$ cat src/rtl/serial_adder_ctrl.sv
// Bit-serial adder, LSB first, one bit per clock through a single full-adder cell.
// Define SERIAL_ADDER_CARRY_EN to add the registered Carry_o output.

module serial_adder_ha (
  input  logic a_i,
  input  logic b_i,
  output logic s_o,
  output logic c_o
);
  assign s_o = a_i ^ b_i;
  assign c_o = a_i & b_i;
endmodule

module serial_adder_fa (
  input  logic a_i,
  input  logic b_i,
  input  logic cin_i,
  output logic s_o,
  output logic cout_o
);
  logic s1, c1, c2;

  serial_adder_ha u_ha0 (.a_i(a_i), .b_i(b_i),   .s_o(s1),  .c_o(c1));
  serial_adder_ha u_ha1 (.a_i(s1),  .b_i(cin_i), .s_o(s_o), .c_o(c2));

  assign cout_o = c1 | c2;
endmodule

module serial_adder_ctrl #(
  parameter int WIDTH = 8
) (
  input  logic             clk,
  input  logic             rst_n,
  input  logic             start_i,
  input  logic [WIDTH-1:0] In1_i,
  input  logic [WIDTH-1:0] In2_i,
  output logic             busy_o,
  output logic             done_o,
`ifdef SERIAL_ADDER_CARRY_EN
  output logic             Carry_o,
`endif
  output logic [WIDTH-1:0] Sum_o
);

  localparam int CW = (WIDTH > 1) ? $clog2(WIDTH) : 1;

  typedef enum logic [1:0] {
    IDLE = 2'd0,
    ADD  = 2'd1,
    DONE = 2'd2
  } state_t;

  state_t           state_q, state_d;
  logic [WIDTH-1:0] a_q, a_d;
  logic [WIDTH-1:0] b_q, b_d;
  logic [WIDTH-1:0] sum_q, sum_d;
  logic [CW-1:0]    cnt_q, cnt_d;
  logic             carry_q, carry_d;
  logic             sumBit, carryNext;
`ifdef SERIAL_ADDER_CARRY_EN
  logic             carryOut_q, carryOut_d;
`endif

  serial_adder_fa u_fa (
    .a_i   (a_q[0]),
    .b_i   (b_q[0]),
    .cin_i (carry_q),
    .s_o   (sumBit),
    .cout_o(carryNext)
  );

  always_ff @(posedge clk or negedge rst_n) begin
    if (!rst_n) begin
      state_q    <= IDLE;
      a_q        <= '0;
      b_q        <= '0;
      sum_q      <= '0;
      cnt_q      <= '0;
      carry_q    <= 1'b0;
`ifdef SERIAL_ADDER_CARRY_EN
      carryOut_q <= 1'b0;
`endif
    end else begin
      state_q    <= state_d;
      a_q        <= a_d;
      b_q        <= b_d;
      sum_q      <= sum_d;
      cnt_q      <= cnt_d;
      carry_q    <= carry_d;
`ifdef SERIAL_ADDER_CARRY_EN
      carryOut_q <= carryOut_d;
`endif
    end
  end

  always_comb begin
    state_d    = state_q;
    a_d        = a_q;
    b_d        = b_q;
    sum_d      = sum_q;
    cnt_d      = cnt_q;
    carry_d    = carry_q;
`ifdef SERIAL_ADDER_CARRY_EN
    carryOut_d = carryOut_q;
`endif
    busy_o     = 1'b0;
    done_o     = 1'b0;

    case (state_q)
      IDLE: begin
        if (start_i) begin
          a_d     = In1_i;
          b_d     = In2_i;
          carry_d = 1'b0;
          cnt_d   = '0;
          state_d = ADD;
        end
      end
      ADD: begin
        busy_o  = 1'b1;
        // Sum bits enter at the MSB so after WIDTH shifts bit 0 lands at the LSB.
        sum_d   = {sumBit, sum_q[WIDTH-1:1]};
        a_d     = a_q >> 1;
        b_d     = b_q >> 1;
        carry_d = carryNext;
        cnt_d   = cnt_q + CW'(1);
        if (cnt_q == CW'(WIDTH - 1)) begin
          state_d = DONE;
`ifdef SERIAL_ADDER_CARRY_EN
          carryOut_d = carryNext;
`endif
        end
      end
      DONE: begin
        busy_o  = 1'b1;
        done_o  = 1'b1;
        state_d = IDLE;
      end
      default: begin
        state_d = IDLE;
      end
    endcase
  end

  assign Sum_o = sum_q;
`ifdef SERIAL_ADDER_CARRY_EN
  assign Carry_o = carryOut_q;
`endif

endmodule

$ cat config.mk
export PLATFORM = sky130hd
export DESIGN_NAME = serial_adder_ctrl
export DESIGN_NICKNAME = d
export VERILOG_FILES = /design/src/rtl/serial_adder_ctrl.sv
export SDC_FILE = /design/constraint.sdc
export NUM_CORES = 1
export LEC_CHECK = 0
export ABC_AREA = 1
export CORE_ASPECT_RATIO = 1.25
export CORE_MARGIN = 2
export CORE_UTILIZATION = 40
export CTS_BUF_LIST = sky130_fd_sc_hd__clkbuf_4 sky130_fd_sc_hd__clkbuf_8
export CTS_CLUSTER_SIZE = 30
export DETAILED_ROUTE_END_ITERATION = 16
export PLACE_DENSITY = 0.66
export SYNTH_ARGS = -nofsm -noshare
export SYNTH_HDL_FRONTEND = slang
export SYNTH_SLANG_ARGS = --single-unit
$ cat constraint.sdc
create_clock -name clk -period 1.8 [get_ports clk]
set_clock_uncertainty 0.1 [all_clocks]
set_input_delay 0.18 -clock clk [delete_from_list [all_inputs] [get_ports clk]]
set_output_delay 0.18 -clock clk [all_outputs]
set_load 0.005 [all_outputs]
After elaboration in Yosys (flattened, before gate mapping) --
Cells that the tools add are included.
Storage, ports and cells: bits of input ports 19, output and inout port bits 10, bits in registers 30, word-level logic and storage cells 35
Operators by class: add/sub/neg operators 1, reductions and logical operators 5, bitwise gates (word level) 5, muxes and demuxes 13, equality and inequality tests 5
Operators with widths (count):
- one-hot mux 8 bit (2 select lines) | 2
- 2-to-1 mux 8 bit | 2
- one-hot mux 3 bit (2 select lines) | 1
- 2-to-1 mux 2 bit | 2
- != test 2 bit, second input constant | 2
- one-hot mux 2 bit (2 select lines) | 1
- AND reduction 2 bit | 2
- adder 3 x 1 -> 3 bit, second input constant | 1
- equality test 3 bit, second input constant | 1
- 2-to-1 mux 1 bit | 3
- 2-to-1 mux 3 bit | 1
- bitwise AND 1 bit | 2
- equality test 2 x 1 -> 1 bit, second input constant | 1
- equality test 2 bit, second input constant | 1
- logical NOT 2 bit | 1
- one-hot mux 1 bit (2 select lines) | 1
- nonzero test 2 bit | 1
- OR reduction 2 bit | 1
- XOR 1 bit | 2
- bitwise OR 1 bit | 1

Longest topological paths before layout --
Gate-level depths: netlist of run 1.
depth after elaboration 4, depth in mapped cells 9, depth with buffers taken out 7

Modules after synthesis --
A second synthesis of run 1 with hierarchy kept.
Second synthesis, totals: cell total of the unflattened synthesis 196, area, all modules 1522.7 µm²
By module, submodules not included:
- serial_adder_ctrl | cells each 191, sequential area each 750.7 µm², times used 1, area an instance 1486.4 µm²
- serial_adder_ha | cells each 1, sequential area each 0.0 µm², times used 2, area an instance 12.5 µm²
- serial_adder_fa | cells each 3, sequential area each 0.0 µm², times used 1, area an instance 11.3 µm²

Worst setup path before layout of run 1 --
No wires, ideal clock.
path type reg2reg, from reg state_q[0], to reg a_q[0], path buffers 1, stages on the path, launching flop included 9, data required time 1.584 ns, clock period less this slack 1.360 ns, arrival 1.143 ns, slack 0.440 ns, library setup time 0.116 ns, cell sequence dfrtp_1 -> inv_1 -> ha_1 -> inv_1 -> nand2_2 -> nand2_4 -> buf_6 -> nand2_1 -> nand2_1
On the way: word-level cells in the longest chain between the ends 3, elaborated cells on any way between the ends 6, classes of those cells eq/ne: 2; mux: 1; reduce/logical: 3
Ends and longest elaborated chain:
- from (decl) | line 53 | state_t state_q, state_d;
- from (signal assigned) | line 84 | state_q <= state_d;
- equality test 2 x 1 -> 1 bit or logical NOT 2 bit (tied branches) | line 109 | case (state_q)
- nonzero test 2 bit (no line) or != test 2 bit (tied branches)
- AND reduction 2 bit (no line)
- to (signal assigned) | line 75 | a_q <= '0;
- to (signal assigned) | line 85 | a_q <= a_d;
- to (decl) | line 54 | logic [WIDTH-1:0] a_q, a_d;
Parallel ways exist; a longest one is shown, timed or not. A chain may end at the register's enable or synchronous reset.

Worst setup path after layout of run 1 --
from reg state_q[1], to out busy_o
On the way: word-level cells in the longest chain between the ends 3, elaborated cells on any way between the ends 4, classes of those cells eq/ne: 2; mux: 1; reduce/logical: 1
Ends and longest elaborated chain:
- equality test 2 x 1 -> 1 bit or equality test 2 bit (tied branches) | line 109
- OR reduction 2 bit (no line) (*)
- 2-to-1 mux 1 bit (*) | line 109
- to (decl) | line 37 | output logic busy_o,
Mark *: on every way between the ends. The rest lies on a longest branch, timed or not.

==> flow_metrics.tcl, run 1 <==
set metrics [dict create \
    antenna_cells 0 \
    dp_slack_ns 0.246 \
    grt_pass1_vias 1245 \
    irDropWorstVdd_mv 0.678 \
    r2r_slack_ns 0.19 \
    clock_tree.root_cell "clkbuf_8" \
    postCtsHoldBufs 0 \
    final_cell_mix "107 x nand2_1, 30 x dfrtp_1, 28 x clkdlybuf4s50_1" \
    clk_latency_ns 0.27 \
    fmax_ghz 0.576 \
    path_clk_slew_ns 0.07 \
    drt-initial-drc-count 50 \
    synthCells 195 \
    grt_use_total_pct 16.0 \
    status "complete, no violations" \
    cts_tree "yes" \
    hpwl_um 2150 \
    final_nets 256 \
    fp.coreArea_um2 3720 \
    cts_htree_levels 2 \
    rsz0062_at_grt "no" \
    period_minus_slack_ns 1.74 \
    leakagePower_uw 0.00107 \
    r2r_start "state_q[0]" \
    fp.dieH_um 73.0 \
    worst_ep_required_time_ns 1.52 \
    gp_congestion 0.717 \
    cp_max_fo 3 \
    drt-pass1-iter-count 4 \
    nFillCells 367 \
    multi_input_area_um2 666 \
    drive_above_1_share_pct 9.96 \
    ios 29 \
    ys_ff_latch 30 \
    io_buffers 28 \
    grt_max_degree 31 \
    area_growth_pct 29.0 \
    die_area_um2 4320 \
    reg2reg_depth 7 \
    min_path_type "in2async" \
    hold_violations 0 \
    finalWorstSetupSlack_ns 0.0647 \
    grt_pass1_wl_um 5370 \
    rows 25 \
    fin_crit_sh_pct 96.4 \
    grt_overflow 0 \
    syn_area_um2 1520 \
    ant_nets 0 \
    ys_top_cells_by_area "dfrtp_1 49%, nand2_1 26%, nand3_1 7.9%" \
    synth.largest_area_cell "dfrtp_1" \
    startpoint_type "flip-flop" \
    clkSinkCount 30 \
    tightest_slew_ns 0.429 \
    finalInstanceArea_um2 1960 \
    fin_hold_ws_ns 0.194 \
    antenna_found_initial 0 \
    synth.distinct_cells 15 \
    die_width_um 59.2 \
    yosysWarnings 0 \
    wl_um 3090 \
    powerDensity_nw_per_um2 1620 \
    drc 0 \
    synth_seq_area_share_pct 49.3 \
    drv_cap 0 \
    clock_path_buffers 2 \
    slew_headroom_pct 71.3 \
    layout_commonest_cell "nand2_1" \
    synth_top_cell_area_share_pct 49.3 \
    seq_area_um2 751 \
    vias 1346 \
    cts_made_buffers 5 \
    initial_core_util_pct 40.9 \
    slew_violations 0 \
    cp_data_arrival_time_ns 1.46 \
    setup-violations-final 0 \
    vias_per_cell 4.97 \
    end_kind "primary output" \
    syn_area_per_cell_um2 7.81 \
    r2r-end "a_q[0]" \
    crit_type "reg2out" \
    syn_nets 221 \
    wl_per_cell_um 11.4 \
    dpl_cell_area_um2 1850 \
    fin_tns_setup_ns 0 \
]
[worst max-delay path: stages (launching register included)]
cell and delay, ns:
dfrtp_1 0.37, inv_2 0.06, ha_1 0.27, clkdlybuf4s50_1 0.49
[logic make-up after synthesis]
logic type	after synthesis	synth area share (%)
AND/OR/NAND/NOR	138	37.1
flip-flops	30	49.3
buffers and inverters	19	6.98
adder cells (fa/ha/maj)	7	6.24
AO/OA/AOI/OAI	1	0.328
[metal layers]
metal | vias to the layer above | share of wire [%] | GRT usage (%) | routed length (um)
met2 | 29 | 48 | 26.6 | 1500
met1 | 640 | 47 | 20.3 | 1460
met3 | 4 | 3.1 | 3.19 | 97
met4 | 0 | 1.3 | 6.06 | 40
li1 | 673 | - | - | -
met5 | - | 0 | 0 | 0
[synth_stat cells (all sizes together)]
master and n:
fa 1, buf 10, o21ai 1, nor2 2, dfrtp 30, nand2 110, inv 9, nand3 24
ha 6, nand4 2
[sequential cells by signal (all words and copies together) (netlist names)]
name	flops
carry_q	1
cnt_q	3
a_q	8
b_q	8
Sum_o	8
state_q	2
[layout make-up]
type / instances / area share, %
multi-input combinational: 146 / 33.9
tap: 40 / 2.55
inverter: 9 / 1.72
clock buffer: 5 / 3.50
clock inverter: 3 / 2.04
timing repair buffer: 38 / 18.1
sequential: 30 / 38.2
[report_power, final]
group | internal [uW] | total, uW | switching, uW
logic | 604 | 1380 | 776
registers | 971 | 1140 | 173
clock network | 407 | 658 | 251
[per-stage QoR]
stage | util (%) | power, uW | cells
floorplan | - | 2080 | 195
global placement | 49.6 | 2500 | 262
detailed placement | 49.6 | 2520 | 262
CTS | 52.8 | 3200 | 271
global route | 52.8 | 3450 | 271
finish | 52.8 | 3180 | 271
[worst max path at each step]
stage / start / end / cells past startpoint
after floorplan: state_q[0] / a_q[0] / 8
after global placement: state_q[0] / b_q[3] / 7
after detailed placement: state_q[0] / a_q[6] / 7
after CTS: state_q[1] / busy_o / 3
after global routing: state_q[1] / busy_o / 3
final: state_q[1] / busy_o / 3
[what timing repair did]
item	in CTS	in global routing
gates cloned	0	0
endpoints found under the setup margin	1	1
resized for setup	0	1
pin swaps	0	0
buffers inserted	1	0
No activity file was read; power rests on OpenSTA's default activity.
==> run 2: changes to the inputs <==
Settings changed: PLACE_DENSITY 0.66 to 0.69.
Clock period 1.8 ns to 1.4 ns, I/O delays scaled along.
==> flow_metrics.tcl, run 2 (synthesis gave the netlist of run 1 again) <==
set metrics [dict create \
    ant_nets 0 \
    startpoint_type "flip-flop" \
    tightest_slew_ns 0.168 \
    final_cell_mix "105 x nand2_1, 30 x dfrtp_1, 24 x nand3_1" \
    critical_path_buf_inv_count 1 \
    drt-initial-drc-count 29 \
    drv_cap 0 \
    hold_violations 0 \
    grt_use_total_pct 17.1 \
    area_growth_pct 42.3 \
    final_core_util_pct 58.2 \
    cts_tree "yes" \
    min_path_type "in2async" \
    fp.dieH_um 73.0 \
    leakagePower_uw 0.00123 \
    antenna_found_initial 0 \
    end_kind "primary output" \
    dp_cells 263 \
    crit_path_max_incr_delay_ns 0.50 \
    grt_pass1_vias 1315 \
    rows 25 \
    fin_hold_ws_ns 0.119 \
    cp_cell_sequence "clkdlybuf4s50_1" \
    ios 29 \
    worst_ep_required_time_ns 1.16 \
    grt_overflow 0 \
    cp_data_arrival_time_ns 1.13 \
    fin_tns_setup_ns 0 \
    grt_pass1_wl_um 5580 \
    powerDensity_nw_per_um2 2050 \
    clkSinkCount 30 \
    cts_htree_levels 2 \
    cts_made_buffers 5 \
    status "complete, no violations" \
    layout_commonest_cell "nand2_1" \
    drt-pass1-iter-count 4 \
    drc 0 \
    hpwl_um 2120 \
    critPathTopFamily "buffers and inverters" \
    fp.coreArea_um2 3720 \
    setup-violations-final 0 \
    die_area_um2 4320 \
    cp_slowest_cell "clkdlybuf4s50_1" \
    io_buffers 28 \
    fmax_ghz 0.731 \
    vias 1390 \
    drive_above_1_share_pct 17.6 \
    slew_headroom_pct 88.8 \
    final_nets 269 \
    crit_type "reg2out" \
    period_minus_slack_ns 1.37 \
    slew_violations 0 \
    fin_crit_sh_pct 97.8 \
    clock_tree.root_cell "clkbuf_8" \
    postCtsHoldBufs 0 \
    wl_per_cell_um 11.7 \
    path_clk_slew_ns 0.06 \
    clk_latency_ns 0.28 \
    cp_max_fo 2 \
    grt_max_degree 31 \
    gp_congestion 0.733 \
    irDropWorstVdd_mv 0.823 \
    final_cells 284 \
    die_width_um 59.2 \
    initial_core_util_pct 40.9 \
    wl_um 3320 \
    antenna_cells 0 \
    clock_path_buffers 2 \
    vias_per_cell 4.89 \
]
[run 2: worst paths after layout]
kind | start | end | slack [ns] | cells past startpoint
setup / recovery | Sum_o[3] | Sum_o[3] | 0.03 | 1
hold / removal | rst_n | a_q[1] | 0.12 | 2
setup reg to reg | state_q[0] | state_q[0] | 0.04 | 7
hold reg to reg | Sum_o[0] | Sum_o[0] | 0.37 | 2
max in group asynchronous | rst_n | b_q[7] | 0.92 | 2
min in group clk | In2_i[7] | b_q[7] | 0.34 | 3
[run 2: per-layer routing]
layer  wire [um]  global-route usage (%)  vias up  share of wire [%]
li1            -                       -      698                  -
met1        1480                    20.0      661                 45
met2        1660                    29.3       26                 50
met3         140                    5.32        5                4.2
met4          34                    5.30        0                1.0
met5           0                       0        -                  0
[run 2: layout make-up]
cell class,instances,area (um2)
clock buffers,7,90.1
clock inverters,1,5.00
fillers,328,1560
inverters,9,41.3
multi-input cells,146,719
flip-flops and latches,30,751
well taps,40,50.0
repair buffers,51,510
[run 2: report_power, final]
part | leakage [uW] | internal, uW | switching, uW | total (uW)
Combinational | 0.000792 | 1090 | 1180 | 2270
Clock | 0.0000517 | 415 | 320 | 735
Sequential | 0.000385 | 1250 | 192 | 1440
Total | 0.00123 | 2750 | 1690 | 4440
[run 2: timing repair]
| item | CTS | global route |
|---|---|---|
| endpoints found under the setup margin | 32 | 30 |
| endpoints found under the hold margin | 0 | 0 |
| resized for setup | 14 | 17 |
| setup buffers | 9 | 4 |
| cloned | 0 | 0 |
[run 2: metrics by stage]
stage                     instance area [um2]  total power (uW)  worst slack [ns]
after floorplan                          1520              2670            0.0402
after global placement                   1890              3270           -0.0402
after detailed placement                 1890              3330           -0.0774
after CTS                                2080              4280           -0.0175
after global routing                     2170              4830           -0.0187
final                                    2170              4440            0.0314
==> run 3: changes to the inputs <==
Settings changed: ABC_CLOCK_PERIOD_IN_PS from default to 1400.
==> results of run 3 <==
Final layout, timing and power as in run 2 (identical DEF).
==> RTL edit: new RTL, config.mk and constraints of run 3 <==
Change the parameter `WIDTH` from 8 to 16.
--- a/src/rtl/serial_adder_ctrl.sv
+++ b/src/rtl/serial_adder_ctrl.sv
@@ -27,7 +27,7 @@
 endmodule
 
 module serial_adder_ctrl #(
-  parameter int WIDTH = 8
+  parameter int WIDTH = 16
 ) (
   input  logic             clk,
   input  logic             rst_n,
Ports: changed (resized In1_i, In2_i and Sum_o); port bits go from 29 to 53. The function was not compared with the original's and may differ.
==> RTL edit against run 3 <==
- the run now ends with setup timing left
- setup slack worse by 0.18 ns
- clock power is 26% higher
- cell area is 73% higher
- total power rose by 84%
- sequential cell count is 25 higher
- sequential share of layout area increased by 2.1 points
- first-iteration DRC count rose to 3.3 times the old value
- synthesized area increased by 75%
- routed wire length is 72% higher
- count of clock-buffer cells in the layout shrank 2
- critical path type is now reg -> reg
- critical endpoint is now cnt_q[2]$_DFFE_PN0P_
- largest power group unchanged
==> RTL edit: results (changes against run 3) <==
Yosys
  – Seq/Total Area, Yosys: 51.5% (was 49.3%)
  – Post-Synthesis Net Count: 335 (was 221)
  – Synth top cells by count: nand2_1 (127), dfrtp_1 (55), or2_1 (17) (was nand2_1 (107), dfrtp_1 (30), nand3_1 (24))

STA
  – Fin worst setup slack: -0.147 ns (was 0.0314 ns)
  – Final setup viols: 50 (was 0)

Global route
  – Global-route usage over all layers: 16.1% (was 17.1%)
  – Met1 global-route usage: 20.3% (was 20.0%)
  – Met2 usage: 28.1% (was 29.3%)
  – Largest net degree at the start of global routing: 40 (was 31)
  – Met3 usage: 3.03% (was 5.32%)
  – First-pass GRT wire length: 9610 microns (was 5580 microns)

Setup path
  – CP Class: reg -> reg (was reg -> out)
  – Worst Path Max Fanout: 6 (was 2)

Run status
  – Status: complete, but fails checks (was finished clean)
  – Failing checks: setup timing

Clock network
  – Clock slew at reported path FFs: 0.11 ns (was 0.06 ns)

Placement
  – GP Congestion: 0.743 (was 0.733)
  – DP Wirelength: 3690 microns (was 2120 microns)
  – I/O Buffers: 52 (was 28)

Detailed routing
  – Vias per cell: 4.75 (was 4.89)
  – DRT iter0 DRCs: 97 (was 29)
  – Final wirelength: 5710 microns (was 3320 microns)

Finish
  – Share of cells above drive strength 1: 22.5% (was 17.6%)
  – Nets: 413 (was 269)

Power and ir drop
  – Leak Pwr: 1.88 nW (was 1.23 nW)
==> RTL edit: final timing paths <==
path,end,slack (ns),cells past startpoint
max,cnt_q[2]$_DFFE_PN0P_,-0.15,9
min,Sum_o[2]$_DFFE_PN0N_,0.18,2
max reg2reg,cnt_q[2]$_DFFE_PN0P_,-0.15,9
min reg2reg,Sum_o[0]$_DFFE_PN0N_,0.38,2
max in group asynchronous,state_q[0]$_DFFE_PN0P_,0.47,3
min in group clk,b_q[15]$_DFFE_PN0P_,0.31,3
==> RTL edit: metal layers <==
layer | wire (microns) | share of wire (%)
met1 | 2490 | 43
met2 | 2990 | 52
met3 | 199 | 3.5
met4 | 44 | 0.77
met5 | 0 | 0
==> RTL edit: final cells by class <==
class	instances	area (sq um)	share of cell area [%]
multi-input cells	210	1220	32.5
inverters	13	58.8	1.57
well taps	87	109	2.90
flip-flops and latches	55	1380	36.7
repair buffers	87	891	23.8
clock inverters	3	27.5	0.734
clock buffers	5	68.8	1.84
==> RTL edit: what timing repair did <==
action                                  4_1_cts  5_1_grt
buffers inserted                             17        0
hold buffers                                  1        0
cloned                                        0        3
pin swaps                                    13        4
endpoints found under the setup margin       71       57
hold endpoints to repair                     16        0
gates resized for setup                      46       17
==> RTL edit: logic make-up (layout without fill, tap and decap cells) <==
kind of cell / after synthesis / count (layout) / synth area share (%)
AND/OR/NAND/NOR: 163 / 164 / 26.4
AO/OA/AOI/OAI: 40 / 40 / 12.1
flip-flops: 55 / 55 / 51.5
adder cells (fa/ha/maj): 6 / 6 / 3.09
buffers and inverters: 30 / 108 / 6.84
==> RTL edit: critical path: stages, from the launching register on <==
cell	delay [ns]
dfrtp_1	0.41
inv_2	0.10
buf_12	0.11
ha_4	0.20
nand2_4	0.10
nand2_8	0.12
buf_12	0.13
nand3_4	0.06
nand2_2	0.07
nor2_2	0.03
==> RTL edit: where the power goes <==
group | internal [mW] | switching [mW]
clock | 0.372 | 0.555
combinational | 2.19 | 2.31
sequential | 2.33 | 0.409
==> RTL edit: per-stage QoR <==
| stage | total power, mW | cell area [sq um] | utilization (%) | cells |
|---|---|---|---|---|
| after global placement | 6.42 | 3340 | 51.2 | 431 |
| after floorplan | 5.33 | 2710 | - | 294 |
| after CTS | 7.81 | 3630 | 55.6 | 457 |
| after global routing | 8.86 | 3750 | 57.5 | 460 |
| after detailed placement | 6.54 | 3340 | 51.2 | 431 |
| final | 8.16 | 3750 | 57.5 | 460 |
